`config.mk`:
```
export PLATFORM = sky130hd
export DESIGN_NAME = fetch_unit
export DESIGN_NICKNAME = d
export VERILOG_FILES = /design/src/rtl/fetch_unit.sv
export SDC_FILE = /design/constraint.sdc
export NUM_CORES = 1
export LEC_CHECK = 0
export CAP_MARGIN = 0
export CORE_MARGIN = 2
export CORE_UTILIZATION = 40
export DETAILED_ROUTE_END_ITERATION = 12
export SLEW_MARGIN = 20
export SYNTH_ARGS = -nofsm -noshare
export SYNTH_HDL_FRONTEND = slang
export SYNTH_SLANG_ARGS = --single-unit
```
`constraint.sdc`:
```
create_clock -name clk -period 10.01 [get_ports clk]
set_input_delay 1.001 -clock clk [delete_from_list [all_inputs] [get_ports clk]]
set_output_delay 1.001 -clock clk [all_outputs]
set_load 0.005 [all_outputs]
```
`src/rtl/fetch_unit.sv`:
```
// fetch_unit: instruction fetch stage.
// Keeps the word-addressed fetch PC and issues in-order reads to instruction
// memory. Returned words are buffered with their PC for decode. A redirect
// from jump_branch flushes the buffer, and the responses that are still in
// flight at that point are counted so they can be dropped when they return.
//
// Handshake semantics (both sides use the same rule): a transfer happens
// in a cycle where the producer's valid (imem_req / inst_valid) and the
// consumer's ready (imem_gnt / dec_ready) are both 1. A producer holds its
// valid and payload steady until the transfer happens; the one exception
// is a redirect, which withdraws both imem_req and inst_valid.
module fetch_unit #(
  parameter logic [31:0] RESET_PC   = 32'h0,
  parameter int unsigned FIFO_DEPTH = 4
) (
  input  logic        clk,
  input  logic        reset_n,
  input  logic        jb_enable,
  input  logic [31:0] jb_target_pc,
  output logic        imem_req,
  output logic [31:0] imem_addr,
  input  logic        imem_gnt,
  input  logic        imem_rvalid,
  input  logic [31:0] imem_rdata,
  output logic        inst_valid,
  output logic [31:0] inst,
  output logic [31:0] inst_pc,
  input  logic        dec_ready
);

  localparam int AW = $clog2(FIFO_DEPTH);
  localparam int CW = AW + 1;
  localparam logic [CW-1:0] DEPTH_C = CW'(FIFO_DEPTH);

  logic [31:0]   fetch_pc_q, fetch_pc_d;
  logic [31:0]   resp_pc_q, resp_pc_d;
  logic [CW-1:0] out_cnt_q, out_cnt_d;    // requests granted, not yet returned
  logic [CW-1:0] drop_cnt_q, drop_cnt_d;  // in-flight responses known stale
  logic [CW-1:0] count_q, count_d;        // buffered entries
  logic [AW-1:0] rd_ptr_q, rd_ptr_d;
  logic [AW-1:0] wr_ptr_q, wr_ptr_d;
  logic [31:0]   pc_mem_q   [FIFO_DEPTH];
  logic [31:0]   inst_mem_q [FIFO_DEPTH];

  logic [CW:0]   credit_used;
  logic          buf_nonempty;
  logic          grant;
  logic          push;
  logic          pop;

  // Credits cover both buffered and in-flight entries, so every response
  // always has a free slot waiting for it.
  assign credit_used  = {1'b0, out_cnt_q} + {1'b0, count_q};
  assign buf_nonempty = (count_q != '0);

  assign imem_req   = reset_n && !jb_enable && (credit_used < {1'b0, DEPTH_C});
  assign imem_addr  = fetch_pc_q;
  assign grant      = imem_req && imem_gnt;

  // The head is hidden during a redirect so decode never takes a wrong-path word.
  assign inst_valid = buf_nonempty && !jb_enable;
  assign inst       = buf_nonempty ? inst_mem_q[rd_ptr_q] : 32'h0;
  assign inst_pc    = buf_nonempty ? pc_mem_q[rd_ptr_q]   : 32'h0;
  assign pop        = inst_valid && dec_ready;

  // A response is kept only outside a redirect cycle and when nothing stale is pending.
  assign push       = imem_rvalid && !jb_enable && (drop_cnt_q == '0);

  // Next-state for PCs, counters and buffer pointers; a redirect overrides all.
  always_comb begin
    fetch_pc_d = fetch_pc_q;
    resp_pc_d  = resp_pc_q;
    out_cnt_d  = out_cnt_q - CW'(imem_rvalid) + CW'(grant);
    drop_cnt_d = drop_cnt_q;
    count_d    = count_q + CW'(push) - CW'(pop);
    rd_ptr_d   = rd_ptr_q + AW'(pop);
    wr_ptr_d   = wr_ptr_q + AW'(push);

    if (grant) begin
      fetch_pc_d = fetch_pc_q + 32'd1;
    end
    if (push) begin
      resp_pc_d = resp_pc_q + 32'd1;
    end
    if (imem_rvalid && !jb_enable && (drop_cnt_q != '0)) begin
      drop_cnt_d = drop_cnt_q - CW'(1);
    end

    if (jb_enable) begin
      // No grant is possible here, so everything still in flight after this
      // cycle's response is stale.
      fetch_pc_d = jb_target_pc;
      resp_pc_d  = jb_target_pc;
      drop_cnt_d = out_cnt_q - CW'(imem_rvalid);
      count_d    = '0;
      rd_ptr_d   = '0;
      wr_ptr_d   = '0;
    end
  end

  // Control state register with asynchronous active-low reset.
  always_ff @(posedge clk or negedge reset_n) begin
    if (!reset_n) begin
      fetch_pc_q <= RESET_PC;
      resp_pc_q  <= RESET_PC;
      out_cnt_q  <= '0;
      drop_cnt_q <= '0;
      count_q    <= '0;
      rd_ptr_q   <= '0;
      wr_ptr_q   <= '0;
    end else begin
      fetch_pc_q <= fetch_pc_d;
      resp_pc_q  <= resp_pc_d;
      out_cnt_q  <= out_cnt_d;
      drop_cnt_q <= drop_cnt_d;
      count_q    <= count_d;
      rd_ptr_q   <= rd_ptr_d;
      wr_ptr_q   <= wr_ptr_d;
    end
  end

  // Buffer storage; contents are only meaningful below count_q, so no reset.
  always_ff @(posedge clk) begin
    if (push) begin
      pc_mem_q[wr_ptr_q]   <= resp_pc_q;
      inst_mem_q[wr_ptr_q] <= imem_rdata;
    end
  end

  // A push into a full buffer means the credit accounting is broken.
  no_overflow_a: assert property (@(posedge clk) disable iff (!reset_n)
    !(push && (count_q == DEPTH_C)));

endmodule
```
After elaboration in Yosys (flattened, before gate mapping) --
Memory sizes are Yosys's and may differ from the RTL's. Index checks and enable logic that the tools add are counted.
Word-level totals: register bits 77, bits in writable memories 256, input bits 70, output and inout bits 98, logic and storage cells 48, memories 2
Operators by class: add/sub/neg operators 10, $lt $le $gt $ge 1, muxes and demuxes 13, reduce and logical (&&, ||, !) cells 15
Memories:
- inst_mem_q | depth 4, bits a word 32, rd ports 1, clocked after Yosys merged registers in 0, wr ports 1, RTL line 43 | logic [31:0] inst_mem_q [FIFO_DEPTH];
- pc_mem_q | depth 4, bits a word 32, rd ports 1, clocked after Yosys merged registers in 0, wr ports 1, RTL line 42 | logic [31:0] pc_mem_q [FIFO_DEPTH];
Operators by type and width (count):
- $mux 32 | 6
- $add 32x1->32 const B | 2
- $mux 3 | 3
- $logic_and 1x1->1 | 8
- $add 3x1->3 | 2
- $reduce_bool 2->1 | 3
- $reduce_bool 3->1 | 2
- $sub 3x1->3 | 2
- $add 2x1->2 | 2
- $add 3x3->4 | 1
- $lt 4x3->1 const B | 1
- $mux 2 | 2
- $logic_not 3->1 | 1
- $sub 3x1->3 const B | 1
- $mux 1 | 2
- $logic_not 1->1 | 1

Depth between registers and ports, before layout --
Gate-level depths: netlist of the first run.
depth after elaboration 6, gate-level depth with buffers 12, gate-level depth less buffers 12

Least setup slack after synthesis of the first run --
Ideal clock, no wire load.
kind input to register, start in imem_rvalid, end mem inst_mem_q[1][0], enable pin, setup time 578 ps, arrival 6162 ps, required time 9432 ps, setup slack 3270 ps, stages on the path 4, buffers on the path 0, path through inv_1 > nor3_1 > inv_1 > nor3b_1
On the way: longest elaborated chain between the ends 4
Ends and longest elaborated chain:
- from (decl) | RTL line 23 | input logic imem_rvalid,
- $logic_and 1x1->1 (2 in a row) | RTL line 67 | assign push = imem_rvalid && !jb_enable && (drop_cnt_q == '0);
- $mux 1 | RTL line 124 | if (push) begin
- $mux 1 (implied by the code) | RTL line 126 | inst_mem_q[wr_ptr_q] <= imem_rdata;
- to (decl) | RTL line 43
No other way between the ends.

Worst setup path in the final report of the first run --
start reg rd_ptr_q[0], end out inst_pc[0]
On the way: longest elaborated chain between the ends 2
Ends and longest elaborated chain:
- from (decl) | RTL line 40 | logic [AW-1:0] rd_ptr_q, rd_ptr_d;
- from (signal assigned) | RTL line 117 | rd_ptr_q <= rd_ptr_d;
- $mem_v2 4x32
- $mux 32 | RTL line 63 | assign inst_pc = buf_nonempty ? pc_mem_q[rd_ptr_q] : 32'h0;
- to (decl) | RTL line 27 | output logic [31:0] inst_pc,
No other way between the ends.

==> results of run 1 <==
## kinds of logic (layout without fill, tap and decap cells)
group	after synthesis	count (layout)	synth area share
and+or+nand+nor	274	274	0.1106
muxes	73	73	0.1091
AOI/OAI and AO/OA	92	92	0.03946
xor gates and xnor gates	39	39	0.02426
DFF	333	333	0.6828
buffers and inverters	68	268	0.01982
adders and majority gates	15	15	0.01386
## registers in the layout, indices dropped and copies added (netlist names)
signal / flops
rd_ptr_q: 2
inst_mem_q: 128
count_q: 3
resp_pc_q: 32
pc_mem_q: 128
drop_cnt_q: 3
wr_ptr_q: 2
imem_addr: 32
out_cnt_q: 3
## through the flow
step | instances | util
2_1_floorplan | 894 | -
3_3_place_gp | 1481 | 0.4684
3_5_place_dp | 1481 | 0.4685
4_1_cts | 1549 | 0.5050
5_1_grt | 1549 | 0.5050
6_report | 1549 | 0.5050
## where the power goes
part / internal [mW] / switching, mW / total [mW]
Sequential: 1.57 / 0.0879 / 1.66
Clock: 0.865 / 0.533 / 1.40
Combinational: 0.465 / 0.385 / 0.850
Total: 2.90 / 1.01 / 3.91
## final timing paths
path	startpoint	end	cells after the start
max in group asynchronous	reset_n	rd_ptr_q[0]$_DFF_PN0_	2
hold reg to reg	drop_cnt_q[1]$_DFFE_PN0P_	drop_cnt_q[1]$_DFFE_PN0P_	2
setup reg to reg	count_q[2]$_DFF_PN0_	imem_addr[26]$_DFFE_PN0P_	7
min in group clk	drop_cnt_q[1]$_DFFE_PN0P_	drop_cnt_q[1]$_DFFE_PN0P_	2
setup / recovery	rd_ptr_q[0]$_DFF_PN0_	inst_pc[0]	4
hold / removal	reset_n	imem_addr[30]$_DFFE_PN0P_	1
## placed cells by master (no fill, tap or decap), types with 3 or more instances in the layout
| master | count |
|---|---|
| clkdlybuf4s50_1 | 165 |
| and4_1 | 4 |
| nand4_1 | 16 |
| nand3b_1 | 4 |
| nor4_1 | 11 |
| mux2_2 | 3 |
| o311ai_0 | 8 |
| clkbuf_1 | 5 |
| and2_1 | 6 |
| nand3_1 | 36 |
| dfrtp_1 | 75 |
| mux2i_1 | 5 |
| mux4_2 | 64 |
| edfxtp_1 | 256 |
| nand2_1 | 62 |
| clkinv_2 | 9 |
| inv_1 | 23 |
| a31oi_1 | 7 |
| nor2_1 | 23 |
| a21oi_1 | 7 |
| clkinv_1 | 8 |
| buf_4 | 10 |
| or4_1 | 4 |
| bufinv_16 | 6 |
| clkbuf_16 | 39 |
| xnor2_1 | 23 |
| o21ai_1 | 3 |
| nor3_1 | 9 |
| and3_1 | 10 |
| o211ai_1 | 9 |
| nor2b_1 | 68 |
| o21ai_0 | 49 |
| xor2_1 | 16 |
| ha_1 | 14 |
## routing by layer
layer | GRT usage | wire (um)
met3 | 0.03015 | 1701
met4 | 0.03757 | 432
met2 | 0.2649 | 13960
met1 | 0.2522 | 14690
met5 | 0 | 0
## synthesized netlist by cell type (all sizes together) (14+ instances only)
| library cell | n | area, um^2 |
|---|---|---|
| nor4 | 15 | 136.4 |
| nor2 | 25 | 93.84 |
| nand2 | 63 | 239.0 |
| xor2 | 16 | 140.1 |
| ha | 14 | 175.2 |
| edfxtp | 256 | 7687 |
| clkbuf | 30 | 112.6 |
| nor2b | 68 | 425.4 |
| o21ai | 52 | 260.3 |
| inv | 23 | 86.33 |
| dfrtp | 77 | 1927 |
| nand4 | 19 | 155.2 |
| nand3 | 36 | 180.2 |
| buf | 14 | 76.33 |
| xnor2 | 23 | 201.4 |
| mux4 | 64 | 1441 |
## final cells by class
cell class / count / area, um^2 / share of cell area
Tap cell: 455 / 569.3 / 0.03256
Sequential cell: 333 / 9619 / 0.5501
Inverter: 24 / 90.09 / 0.005152
Timing Repair Buffer: 176 / 1732 / 0.09903
Multi-Input combinational cell: 493 / 4213 / 0.2409
Clock buffer: 44 / 994.7 / 0.05688
Clock inverter: 24 / 269.0 / 0.01538
==> impl_summary.md, run 1 <==
Detailed routing
The first routing iteration left 535 violations. In the final routed layout, each cell accounts on average for 19.88 um. The DRC violation count after routing is 0. Using the TritonRoute via totals, the vias-per-cell ratio works out to 5.303. The total via count in the routed design is 8,215. The detailed-routing iteration count for the pre-antenna-repair pass is 5.

The residual antenna-violating net count after detailed routing is 0. The final layout contains routed wiring with a total length of 30.79 mm.

Global routing
Entering global routing, the biggest net connects 66 pins. The first global-routing pass estimated 48.20 mm of wire. Global routing finished with a remaining overflow of 0. For this run, the total global-route usage over all layers was measured as 0.1706.

The number of antenna violations at the first check in global routing is 0. The number of global-route vias before repair is 8,382.

Logic synthesis
Counting flops with an async set or reset pin after synthesis yields a share of 0.2312. The synthesized cell area is 0.01408 mm^2. Synthesis produced 894 cells.

The sequential share of the synthesized area is 0.6828. The register bit total from synthesis is 333. The most used flip-flop cell after synthesis is edfxtp_1. The synthesis warning total is 0.

The post-synthesis area per instance is 15.75 um^2. In this run, synthesis inferred 256 flip-flops with an integrated enable. Yosys mapped the design onto 54 distinct sky130hd cell types.

The total nets after synthesis is 979.

Floorplan
The initial utilization of the core area, before any placement, comes to 0.4066. The overall die area is 0.03672 mm^2. The number of top-level pins is 168. The die height is 191.6 um.

The total core area is 0.03463 mm^2. The width of the die is 191.6 um. The site row count is 68.

Power
The leakage component of the power is 5.860 nW. The worst-case vdd ir drop is 0.1986 mV. The total power density per cell area is 223.5 mW/mm^2. The completed layout was analyzed and its total power is 3.908 mW.

STA
Setup repair after global routing left no endpoint under its margin. The headroom to the max-slew limit is 0.3272. The number of failing setup endpoints in the final timing report is 0. The clock period could shrink to 4.381 ns.

For the pin with the worst max-slew slack, the measured transition is 1.009 ns. In the finished design, the share of the clock period the worst path needs comes to 0.4376. For the final database, setup skew stands at 0.01550 ns. Adding up every negative setup slack in the final design gives 0 ns. The max-slew violation count is 0. The timing-limited maximum frequency is 228.3 MHz. The worst slack on hold paths is 0.4684 ns. After layout, the worst setup slack is 5.629 ns. The final count of hold timing violations is 0.

Run
The tool flagged a number of max-cap violations equal to 0.

Placed design
Routability-driven placement finished with a final weighted congestion of 0.8233. The post-place instance area is 0.01622 mm^2. The post-detailed-placement half-perimeter wirelength is 18.81 mm. During placement, the flow inserted port buffers numbering 167. The worst setup timing slack at the placement stage is 5.543 ns.

Hold path
The kind of path behind the tightest hold check is in -> async.

CTS
TritonCTS built the clock tree. The maximum clock path buffer count is 3. The latest clock arrival within the worst-skew pair is 0.52 ns. Counting the buffers created by CTS gives 37.

The root buffer cell chosen for the clock tree is clkbuf_16. In this run, post-CTS repair resized a total of 0 instances. The CTS sink count is 333. The clock-pin slew on the worst setup and hold paths is 0.06 ns. The H-tree was split into 2 levels.

Post-CTS timing repair inserted 0 buffers for setup. Hold repair after CTS inserted 0 buffers.

Setup path
Traced cell by cell, the critical path runs through buf_4 > mux4_2 > nor2b_1 > clkdlybuf4s50_1. The critical-path maximum fanout is 49. At the worst endpoint, the required time is 9.01 ns.

For the worst setup path, the data arrival time is 3.38 ns. Among cell families on the critical path, the largest total delay comes from buffers and inverters. The setup check on the worst reg-to-reg path leaves a slack of 6.37 ns. The slowest stage of the critical path belongs to the cell buf_4. The critical path contains buffers and inverters numbering 2 combined. The startpoint class of the critical path is a register. In this design, the stage delay of the slowest critical-path cell is 0.85 ns. The worst setup path is captured at an output pin. The category of the most critical setup path is reg -> out.

Final layout
The number of fillers in the final layout is 2,882. In the final layout, the share of cells above drive strength 1 is 0.1408. The finished cells cover 0.01749 mm^2. The antenna diode count is 0.

Relative to the synthesized area, the layout overhead comes to 24.20%. The final layout contains 1,150 nets.

Outcome
The run finished with clean final reports.
Note: power is estimated with default switching activity, not from simulation.
==> inputs of run 2 (changes only) <==
==> constraint.sdc (replaced) <==
create_clock -name clk -period 4.31 [get_ports clk]
set_input_delay 0.431 -clock clk [delete_from_list [all_inputs] [get_ports clk]]
set_output_delay 0.431 -clock clk [all_outputs]
set_load 0.005 [all_outputs]
==> run 2 against run 1 <==
Net effect:
- via count fell by 0.12%
- wire length decreased by 0.88%
- sequential power up 130%
- total power up 130%
- register-to-register slack worse by 4.7 ns
- worst hold slack lost 0.43 ns
- worst setup slack lost 4.6 ns
- global-route usage hardly changed
- critical endpoint is now inst[7]
- largest power group unchanged
==> impl_summary.md, run 2 (synthesis gave the netlist of run 1 again) <==
Global routing
The number of global-route vias before repair is 8,457 (+0.89%). The global-route wire length before repair is 48.07 mm (-0.27%). The total global routing overflow is 0 (unchanged). The number of antenna violations at the first check in global routing is 0 (unchanged). The maximum number of pins on one net before global-route repair is 65 (-1.5%). The combined global-route utilization of all metal layers came to 0.1707 (about the same).

Floorplan
The number of top-level pins is 168 (unchanged). The initial core utilization is 0.4066 (unchanged). The total core area is 0.03463 mm^2 (unchanged). The site row count is 68 (unchanged). The die height came to 191.6 um (unchanged). The overall die area came to 0.03672 mm^2 (unchanged). The width of the die came to 191.6 um (unchanged).

Setup path
The arrival time reported for the critical path endpoint was 2.87 ns (-0.51 ns). The critical path is of the reg -> out type. STA classifies the critical path endpoint as an output pin. The number of cells traversed by the worst register-to-register path is 12 (+5). The data required time at the worst endpoint is 3.88 ns (-5.13 ns). The startpoint of the lowest-slack register-to-register path is drop_cnt_q[0]$_DFFE_PN0P_. The critical-path maximum fanout came to 30 (-39%). The register-to-register setup slack is 1.71 ns (-4.66 ns). The worst reg2reg path endpoint is count_q[2]$_DFF_PN0_. The worst setup path is launched from a register.

Placed design
The post-detailed-placement half-perimeter wirelength is 19.37 mm (+3.0%). The cell total after placement was 1,489 (+0.54%). The routability congestion estimate is 0.8276 (+0.52%). The post-place instance area came to 0.01637 mm^2 (+0.89%).

The worst setup timing slack at the placement stage is 1.383 ns (-4.160 ns). The port buffer count was 167 (unchanged).

CTS
The CTS buffer count is 35 (-5.4%). The hold buffer count at CTS is 0 (unchanged). The count of buffers added by post-CTS timing repair for setup is 0 (unchanged). The number of resized instances in the post-cts repair step came to 0 (unchanged).

The depth of the CTS H-tree is 2 (unchanged). TritonCTS built the clock tree. The clock root buffer is clkbuf_16.

The latest clock arrival within the worst-skew pair is 0.51 ns (about the same). The CTS sink count is 333 (unchanged). The clock-pin slew on the worst setup and hold paths is 0.07 ns (about the same). The maximum clock path buffer count is 3 (unchanged).

Detailed routing
The detailed-routing iteration count for the pre-antenna-repair pass is 5 (unchanged). The total via count in the routed design was 8,205 (-0.12%). The residual antenna-violating net count after detailed routing was 0 (unchanged). The detailed route wirelength on metal2 is 14.07 mm (+0.74%).

In this run the top signal layer used is met4. The per-cell routed wire length came to 19.73 um (-0.75%). The sum of routed wire length over all layers was 30.52 mm (-0.88%). The DRC violation count after routing is 0 (unchanged). The DRC violation total after the first TritonRoute iteration is 553 (+3.4%).

The met3 layer wire length in the routed design was 1.761 mm (+3.5%). The length of routed wiring on met1 was 14.11 mm (-4.0%). The average via count per standard cell came to 5.304 (about the same).

STA
In the finished design, the share of the clock period the worst path needs comes to 0.7664. The slew of the pin with the lowest slew margin is 0.9330 ns (-0.07625 ns). The timing-limited maximum frequency is 302.8 MHz. The number of failing setup endpoints in the final timing report was 0 (unchanged). The worst clock skew is 0.01049 ns (-0.005006 ns). The max-slew violation count is 0 (unchanged). Subtracting the final worst setup slack from the clock period gives 3.303 ns. The headroom to the max-slew limit came to 0.3732 (+0.04605). The worst slack on hold paths is 0.03845 ns (-0.4299 ns). The minimum setup slack in the final design was 1.007 ns (-4.622 ns). Setup repair after global routing left no endpoint under its margin.

The final setup TNS is 0 ns (unchanged). The final count of hold timing violations came to 0 (unchanged).

Final layout
The utilization of the core after routing is 0.5060 (+0.0009760). The antenna diode count is 0 (unchanged). The final non-filler cell area is 0.01752 mm^2 (+0.19%).

The final-stage net count is 1,156 (+0.52%). Leaving out fill and tap cells, the most frequent cell in the layout is edfxtp_1. The area added between synthesis and finish is 24.44%.

The non-filler instance count after layout is 1,547 (-0.13%). The largest registers in the layout are inst_mem_q: 128 flops, pc_mem_q: 128 flops. Leaving out fill and tap cells, the most frequent cells in the layout are edfxtp_1, clkdlybuf4s50_1, dfrtp_1. The number of fillers in the final layout was 2,911 (+1.0%).

The fraction of final layout cells sized beyond drive strength 1 came to 0.1401 (-0.0006579).

Power
The total power density per cell area is 503.7 mW/mm^2 (+130%). The total power after layout is 8.826 mW (+130%). The worst-case vdd ir drop was 0.2828 mV (+42%). The leakage component of the power is 5.840 nW (-0.34%).

Outcome
The flow ran to the end, and the final reports show no timing, DRC or antenna violations.

Hold path
In this run the worst hold path is classified as in -> async.

Run
The max-cap violation count is 0 (unchanged).
## run 2: cell types whose count changed in the layout (fill, tap and decap cells not counted), moves of 2 or more
cell | previous run | this run
clkinv_2 | 9 | 2
buf_12 | 0 | 6
clkbuf_16 | 39 | 36
buf_4 | 10 | 12
clkinvlp_4 | 0 | 2
## run 2: critical path: stages (launching register included)
cell	delay, ns
dfrtp_4	0.83
buf_4	0.37
mux4_2	0.54
nor2b_1	0.14
clkdlybuf4s50_1	0.47
## run 2: worst max-delay path by stage
stage,start,to,slack (ns),cells past startpoint
detailed placement,imem_rvalid,count_q[2]$_DFF_PN0_,1.38,11
global placement,imem_rvalid,count_q[2]$_DFF_PN0_,1.43,11
finish,rd_ptr_q[0]$_DFF_PN0_,inst[7],1.01,4
global route,rd_ptr_q[0]$_DFF_PN0_,inst_pc[8],0.79,4
floorplan,drop_cnt_q[0]$_DFFE_PN0P_,inst_mem_q[2][0]$_DFFE_PP_,0.10,6
CTS,rd_ptr_q[0]$_DFF_PN0_,inst_pc[8],0.89,4
## run 2: area by class of cell
type	count	area [um^2]	area share
multi-input combinational	493	4223	0.2410
timing repair buffer	184	1867	0.1065
sequential	333	9619	0.5490
clock inverter	17	222.7	0.01271
clock buffer	41	929.6	0.05306
inverter	24	90.09	0.005142
tap	455	569.3	0.03249
## run 2: metal layers
layer  track usage  vias up
met5             0        -
met1        0.2481     4101
met2        0.2673      275
met4       0.04201        0
met3       0.03124       43
li1              -     3786
## run 2: power by group
part | internal [mW] | switching (mW) | leakage, nW | total, mW
Clock | 1.84 | 1.18 | 0.555 | 3.02
Sequential | 3.65 | 0.225 | 3.25 | 3.87
Combinational | 1.10 | 0.837 | 2.04 | 1.93
Total | 6.58 | 2.24 | 5.84 | 8.83
